==> config.mk <==
export PLATFORM = sky130hd
export DESIGN_NAME = pc_sequencer
export DESIGN_NICKNAME = d
export VERILOG_FILES = /design/src/rtl/minirisc_pkg.sv /design/src/rtl/pc_target_calc.sv /design/src/rtl/pc_sequencer.sv
export SDC_FILE = /design/constraint.sdc
export NUM_CORES = 1
export LEC_CHECK = 0
export ABC_AREA = 1
export CORE_AREA = 8 8 118 120
export DETAILED_ROUTE_END_ITERATION = 8
export DIE_AREA = 0 0 126 128
export PLACE_DENSITY = 0.81
export SETUP_SLACK_MARGIN = 0.05
export SYNTH_ARGS = -nofsm -noshare
export SYNTH_HDL_FRONTEND = slang
export SYNTH_SLANG_ARGS = --single-unit
==> constraint.sdc <==
create_clock -name clk -period 2.6 [get_ports clk]
set_input_delay 0.78 -clock clk [delete_from_list [all_inputs] [get_ports clk]]
set_output_delay 0.78 -clock clk [all_outputs]
set_load 0.03 [all_outputs]
==> src/rtl/minirisc_pkg.sv <==
// rtl/minirisc_pkg.sv - shared miniRISC constants, sequencer state enum and opcode helpers
// Purpose: single home for opcode literals used by the branch decision logic,
//          the control unit and the PC sequencer.
// Contents: OP_* opcode constants, INSTR_BYTES, pc_state_e, is_branch_op().
package minirisc_pkg;

  localparam logic [5:0] OP_BLTZ = 6'b000111;
  localparam logic [5:0] OP_BZ   = 6'b001000;
  localparam logic [5:0] OP_BNZ  = 6'b001001;
  localparam logic [5:0] OP_BR   = 6'b001010;
  localparam logic [5:0] OP_B    = 6'b001011;
  localparam logic [5:0] OP_BL   = 6'b001100;
  localparam logic [5:0] OP_BCY  = 6'b001101;
  localparam logic [5:0] OP_BNCY = 6'b001110;

  localparam int INSTR_BYTES = 4;

  typedef enum logic [1:0] {
    BOOT     = 2'd0,
    RUN      = 2'd1,
    REDIRECT = 2'd2,
    HALTED   = 2'd3
  } pc_state_e;

  // True for every opcode that may redirect the PC when taken.
  function automatic logic is_branch_op(input logic [5:0] op);
    logic hit;
    case (op)
      OP_BLTZ, OP_BZ, OP_BNZ, OP_BR, OP_B, OP_BL, OP_BCY, OP_BNCY: hit = 1'b1;
      default:                                                     hit = 1'b0;
    endcase
    return hit;
  endfunction

endpackage

==> src/rtl/pc_target_calc.sv <==
// rtl/pc_target_calc.sv - combinational next-PC candidates for the sequencer
// Purpose: produce the fall-through address and the branch target.
// Ports:
//   pc            in   current PC
//   opcode        in   opcode of the committing instruction
//   branch_offset in   signed word offset relative to pc
//   reg_target    in   rs value used by br
//   seq_pc        out  pc + 4
//   redirect_pc   out  branch target (br: aligned reg_target, else pc + offset*4)
module pc_target_calc
  import minirisc_pkg::*;
#(
  parameter int ADDR_W = 32
) (
  input  logic [ADDR_W-1:0] pc,
  input  logic [5:0]        opcode,
  input  logic [ADDR_W-1:0] branch_offset,
  input  logic [ADDR_W-1:0] reg_target,
  output logic [ADDR_W-1:0] seq_pc,
  output logic [ADDR_W-1:0] redirect_pc
);

  // All sums are truncated to ADDR_W, so wrap-around is modulo 2^ADDR_W.
  always_comb begin
    seq_pc = pc + ADDR_W'(INSTR_BYTES);
    if (opcode == OP_BR) begin
      // Register-indirect targets are forced word aligned.
      redirect_pc = reg_target & ~ADDR_W'(3);
    end else begin
      redirect_pc = pc + (branch_offset << 2);
    end
  end

endmodule

==> src/rtl/pc_sequencer.sv <==
// rtl/pc_sequencer.sv - miniRISC program-counter sequencer with link write and fetch tracking
// Purpose: register the next PC on each commit, insert a one-cycle fetch bubble
//          after taken branches, write the bl return address and halt the core.
// Ports:
//   clk, rst      in   clock, asynchronous active-high reset
//   pc_en         in   commit strobe for the instruction at pc
//   halt          in   committing instruction is a halt (qualified by pc_en)
//   opcode        in   opcode of the committing instruction
//   branch_taken  in   branch decision
//   branch_offset in   signed word offset relative to pc
//   reg_target    in   rs value for br
//   pc            out  current PC / instruction memory address
//   fetch_valid   out  instruction memory output matches pc
//   link_we       out  one-cycle r31 write strobe
//   link_addr     out  bl return address
//   halted        out  core halted
module pc_sequencer
  import minirisc_pkg::*;
#(
  parameter int                ADDR_W   = 32,
  parameter logic [ADDR_W-1:0] RESET_PC = '0
) (
  input  logic              clk,
  input  logic              rst,
  input  logic              pc_en,
  input  logic              halt,
  input  logic [5:0]        opcode,
  input  logic              branch_taken,
  input  logic [ADDR_W-1:0] branch_offset,
  input  logic [ADDR_W-1:0] reg_target,
  output logic [ADDR_W-1:0] pc,
  output logic              fetch_valid,
  output logic              link_we,
  output logic [ADDR_W-1:0] link_addr,
  output logic              halted
);

  pc_state_e         state_q, state_d;
  logic [ADDR_W-1:0] pc_q, pc_d;
  logic              fetch_valid_q, fetch_valid_d;
  logic              link_we_q, link_we_d;
  logic [ADDR_W-1:0] link_addr_q, link_addr_d;
  logic              halted_q, halted_d;

  logic [ADDR_W-1:0] seq_pc;
  logic [ADDR_W-1:0] redirect_pc;

  pc_target_calc #(.ADDR_W(ADDR_W)) u_target (
    .pc            (pc_q),
    .opcode        (opcode),
    .branch_offset (branch_offset),
    .reg_target    (reg_target),
    .seq_pc        (seq_pc),
    .redirect_pc   (redirect_pc)
  );

  always_comb begin
    state_d     = state_q;
    pc_d        = pc_q;
    link_we_d   = 1'b0;  // strobe lasts only the cycle after a bl commit
    link_addr_d = link_addr_q;
    halted_d    = halted_q;
    case (state_q)
      BOOT:     state_d = RUN;
      REDIRECT: state_d = RUN;
      RUN: begin
        if (pc_en) begin
          if (halt) begin
            // Halt wins over any simultaneous redirect; pc holds.
            state_d  = HALTED;
            halted_d = 1'b1;
          end else if (branch_taken && is_branch_op(opcode)) begin
            state_d = REDIRECT;
            pc_d    = redirect_pc;
            if (opcode == OP_BL) begin
              link_we_d   = 1'b1;
              link_addr_d = seq_pc;
            end
          end else begin
            pc_d = seq_pc;
          end
        end
      end
      default:  state_d = HALTED;  // HALTED: terminal, commits ignored
    endcase
    // Fetch is only valid once the memory has had a full cycle on a stable pc.
    fetch_valid_d = (state_d == RUN);
  end

  always_ff @(posedge clk or posedge rst) begin
    if (rst) begin
      state_q       <= BOOT;
      pc_q          <= RESET_PC;
      fetch_valid_q <= 1'b0;
      link_we_q     <= 1'b0;
      link_addr_q   <= '0;
      halted_q      <= 1'b0;
    end else begin
      state_q       <= state_d;
      pc_q          <= pc_d;
      fetch_valid_q <= fetch_valid_d;
      link_we_q     <= link_we_d;
      link_addr_q   <= link_addr_d;
      halted_q      <= halted_d;
    end
  end

  assign pc          = pc_q;
  assign fetch_valid = fetch_valid_q;
  assign link_we     = link_we_q;
  assign link_addr   = link_addr_q;
  assign halted      = halted_q;

endmodule

==> flow_summary.yaml <==
status:
  outcome: "completed"
cells_and_area:
  final_common_cell: "nand2_1"
  n_fill_cell: 1054
  seq_area_um2: 1627
  multi_input_area_um2: 4099
  postLayoutCellArea_um2: 8625
  syn2layout_area_growth_pct: 41.39
  drive_above_1_share: 0.1326
  diodes: 0
  nets: 1294
  layout_common_cells: "nand2_1 (385), inv_1 (144), clkdlybuf4s50_1 (131), dfrtp_1 (65), buf_4 (61)"
  instances_no_fill: 1342
timing:
  fmax_ghz: 0.4000
  min_period_ns: 2.500
  maxSlewViolCount: 0
  post-route-period-util: 0.9616
  setup_viol: 0
  finalHoldViolCount: 0
  maxSlewHeadroom: 0.5206
  fin_skew_ns: 0.008307
  worst-slew-pin-transition_ns: 0.7125
  fin_tns_setup_ns: 0
  fin_ws_ns: 0.09980
  rsz0062_at_grt: "false"
placed_design:
  place_ws_ns: -0.4296
  io_buffer_count: 133
  place.gp.congestion: 1.029
  place_area_um2: 8029
  place_inst: 1327
  hpwl_um: 17060
power:
  leakage_uw: 0.004499
  powerDensity_nw_per_um2: 590.6
  power.total_uw: 5094
  vdd_drop_max_mv: 0.3779
critical_path:
  cp-start-kind: "input pin"
  arrival_ns: 2.72
  crit_path_cell_trace: "clkdlybuf4s50_1 > ha_1 > buf_4 > nand2_1 > nor2_1 > nand3_1 > nand3b_1 > nand2_2 > nand2_1 > nand2_1 > nand3_1 > nand2_1 > nand2_1 > nand2_1"
  critical_path_required_ns: 2.82
  cp_slowest_cell: "clkdlybuf4s50_1"
  critPathKind: "in -> reg"
  crit_top_cell: "nand2_1"
  slowest_delay_ns: 0.43
  critPathMaxFanout: 4
  crit_path_end_kind: "register"
cts:
  clock_latency_ns: 0.33
  cts-hold-fix-buffers: 0
  clk_pin_slew_ns: 0.05
  cts_buffer_depth: 2
  cts-root-buf: "clkbuf_16"
  htree_levels: 3
  post_cts_buffers: 0
  cts_inserted_buffers: 9
  cts_sinks: 65
  cts_tree: "done"
routing:
  dr_total_vias: 7202
  firstDrtPassIters: 6
  drc: 0
  avgRoutedWirePerCell_um: 16.24
  vias_per_cell: 5.367
  drt_iter0_drc: 839
  antenna_left: 0
  wl_um: 21790
synth:
  yosysWarnings: 0
  synth_seq_cells: 65
  syn_area_um2: 6100
  synthXorXnorAreaFrac: 0.03733
  synthAdderAreaFrac: 0.06482
  synth_cell_types: 43
  synthSimpleGateAreaFrac: 0.4057
  ys_seq_area_frac: 0.2667
  synth_top_family_by_area: "simple AND/OR/NAND/NOR gates"
  synth-compound-area-share: 0.1089
  avgSynthCellArea_um2: 6.075
  muxShareOfSynthArea: 0
  syn_inst: 1004
grt:
  grt_pass1_wl_um: 34500
  antenna_found_initial: 0
  grt_overflow_total: 0
  track_usage: 0.2671
  grt_pass1_vias: 6966
  grt_max_degree: 42
worst_hold_path:
  hold_class: "reg -> reg"
die:
  die_area_um2: 16130
  coreArea_um2: 12210
  fp.dieH_um: 128
  num_io_pins: 142
  die_x_um: 126
  row_count: 41
  initial_utilization: 0.4996
run:
  cap_violations: 0
## flip-flops by register name (all words and copies together), names as in the netlist
signal / cells
halted: 1
link_we: 1
link_addr: 30
fetch_valid: 1
pc: 30
state_q: 2
## path summary, 6_finish.rpt
kind	start	slack [ns]	end	cells past startpoint
min reg2reg	state_q[0]	0.46	fetch_valid	1
min	state_q[0]	0.46	fetch_valid	1
max	branch_offset[2]	0.1	pc[27]	14
max in group asynchronous	rst	1.17	pc[8]	3
min in group asynchronous	rst	0.82	state_q[1]	2
max reg2reg	pc[9]	0.41	pc[12]	10
## metal layers
layer  wire length [um]  up-vias  part of all wire  global-route usage
met4                665        0             0.031              0.1033
met5                  0        -                 0                   0
met1               8983     3246              0.41              0.3275
met3               1772       63             0.081             0.05657
met2              10370      359              0.48              0.4508
li1                   -     3534                 -                   -
## logic make-up (layout without fill, tap and decap cells)
| family | after synthesis | in the layout |
|---|---|---|
| flops | 65 | 65 |
| xor+xnor | 26 | 26 |
| other cells | 1 | 4 |
| fa+ha+maj | 31 | 31 |
| buf+inv | 177 | 362 |
| compound gates | 121 | 121 |
| simple gates | 583 | 583 |
## stage by stage
stage / utilization / hold WS (ns)
floorplan: - / 0.4271
global placement: 0.6576 / 0.4406
detailed placement: 0.6576 / 0.4511
CTS: 0.6814 / 0.4584
global route: 0.7064 / 0.4887
finish: 0.7064 / 0.4551
## worst max-delay path, delay by kind of cell
family	cells	cell delay (ns)
and+or+nand+nor	11	1.01
buffers and inverters	2	0.57
adders and majority gates	1	0.35
## layout make-up
type                       count  share of cell area
clock inverter                 4            0.005223
clock buffer                  11             0.02698
tap                          150             0.02176
multi-input combinational    765              0.4753
inverter                     149             0.06485
timing repair buffer         198              0.2173
sequential                    65              0.1886
## where the power goes
| group | internal (uW) | switching (uW) |
|---|---|---|
| sequential | 1110 | 271 |
| clock | 731 | 423 |
| combinational | 1130 | 1430 |
| total | 2970 | 2130 |
## cell usage after synthesis (all sizes together)
cell	number	area [um^2]
conb	1	3.750
a31o	2	17.52
ha	30	375.4
nor3b	2	25.02
xnor2	13	113.9
fa	1	20.02
inv	148	555.5
clkbuf	15	66.31
o21bai	3	22.52
o21ai	41	209.0
a21o	6	45.04
a22o	3	26.28
or2	3	18.77
o22ai	1	6.260
a21oi	60	300.3
nand4	15	100.1
nand2	405	1528
xor2	13	113.9
nand3b	8	60.06
and2	1	8.760
buf	13	81.33
o211ai	5	37.54
nand3	66	352.8
nor4	2	18.77
clkinv	1	3.750
dfrtp	65	1627
nor3	16	96.35
nor2	65	266.5
## timing repair
item / 4_1_cts / 5_1_grt
pin swaps: 0 / 7
resized for setup: 5 / 61
setup endpoints to repair: 13 / 25
Note: power is estimated with default switching activity, not from simulation.
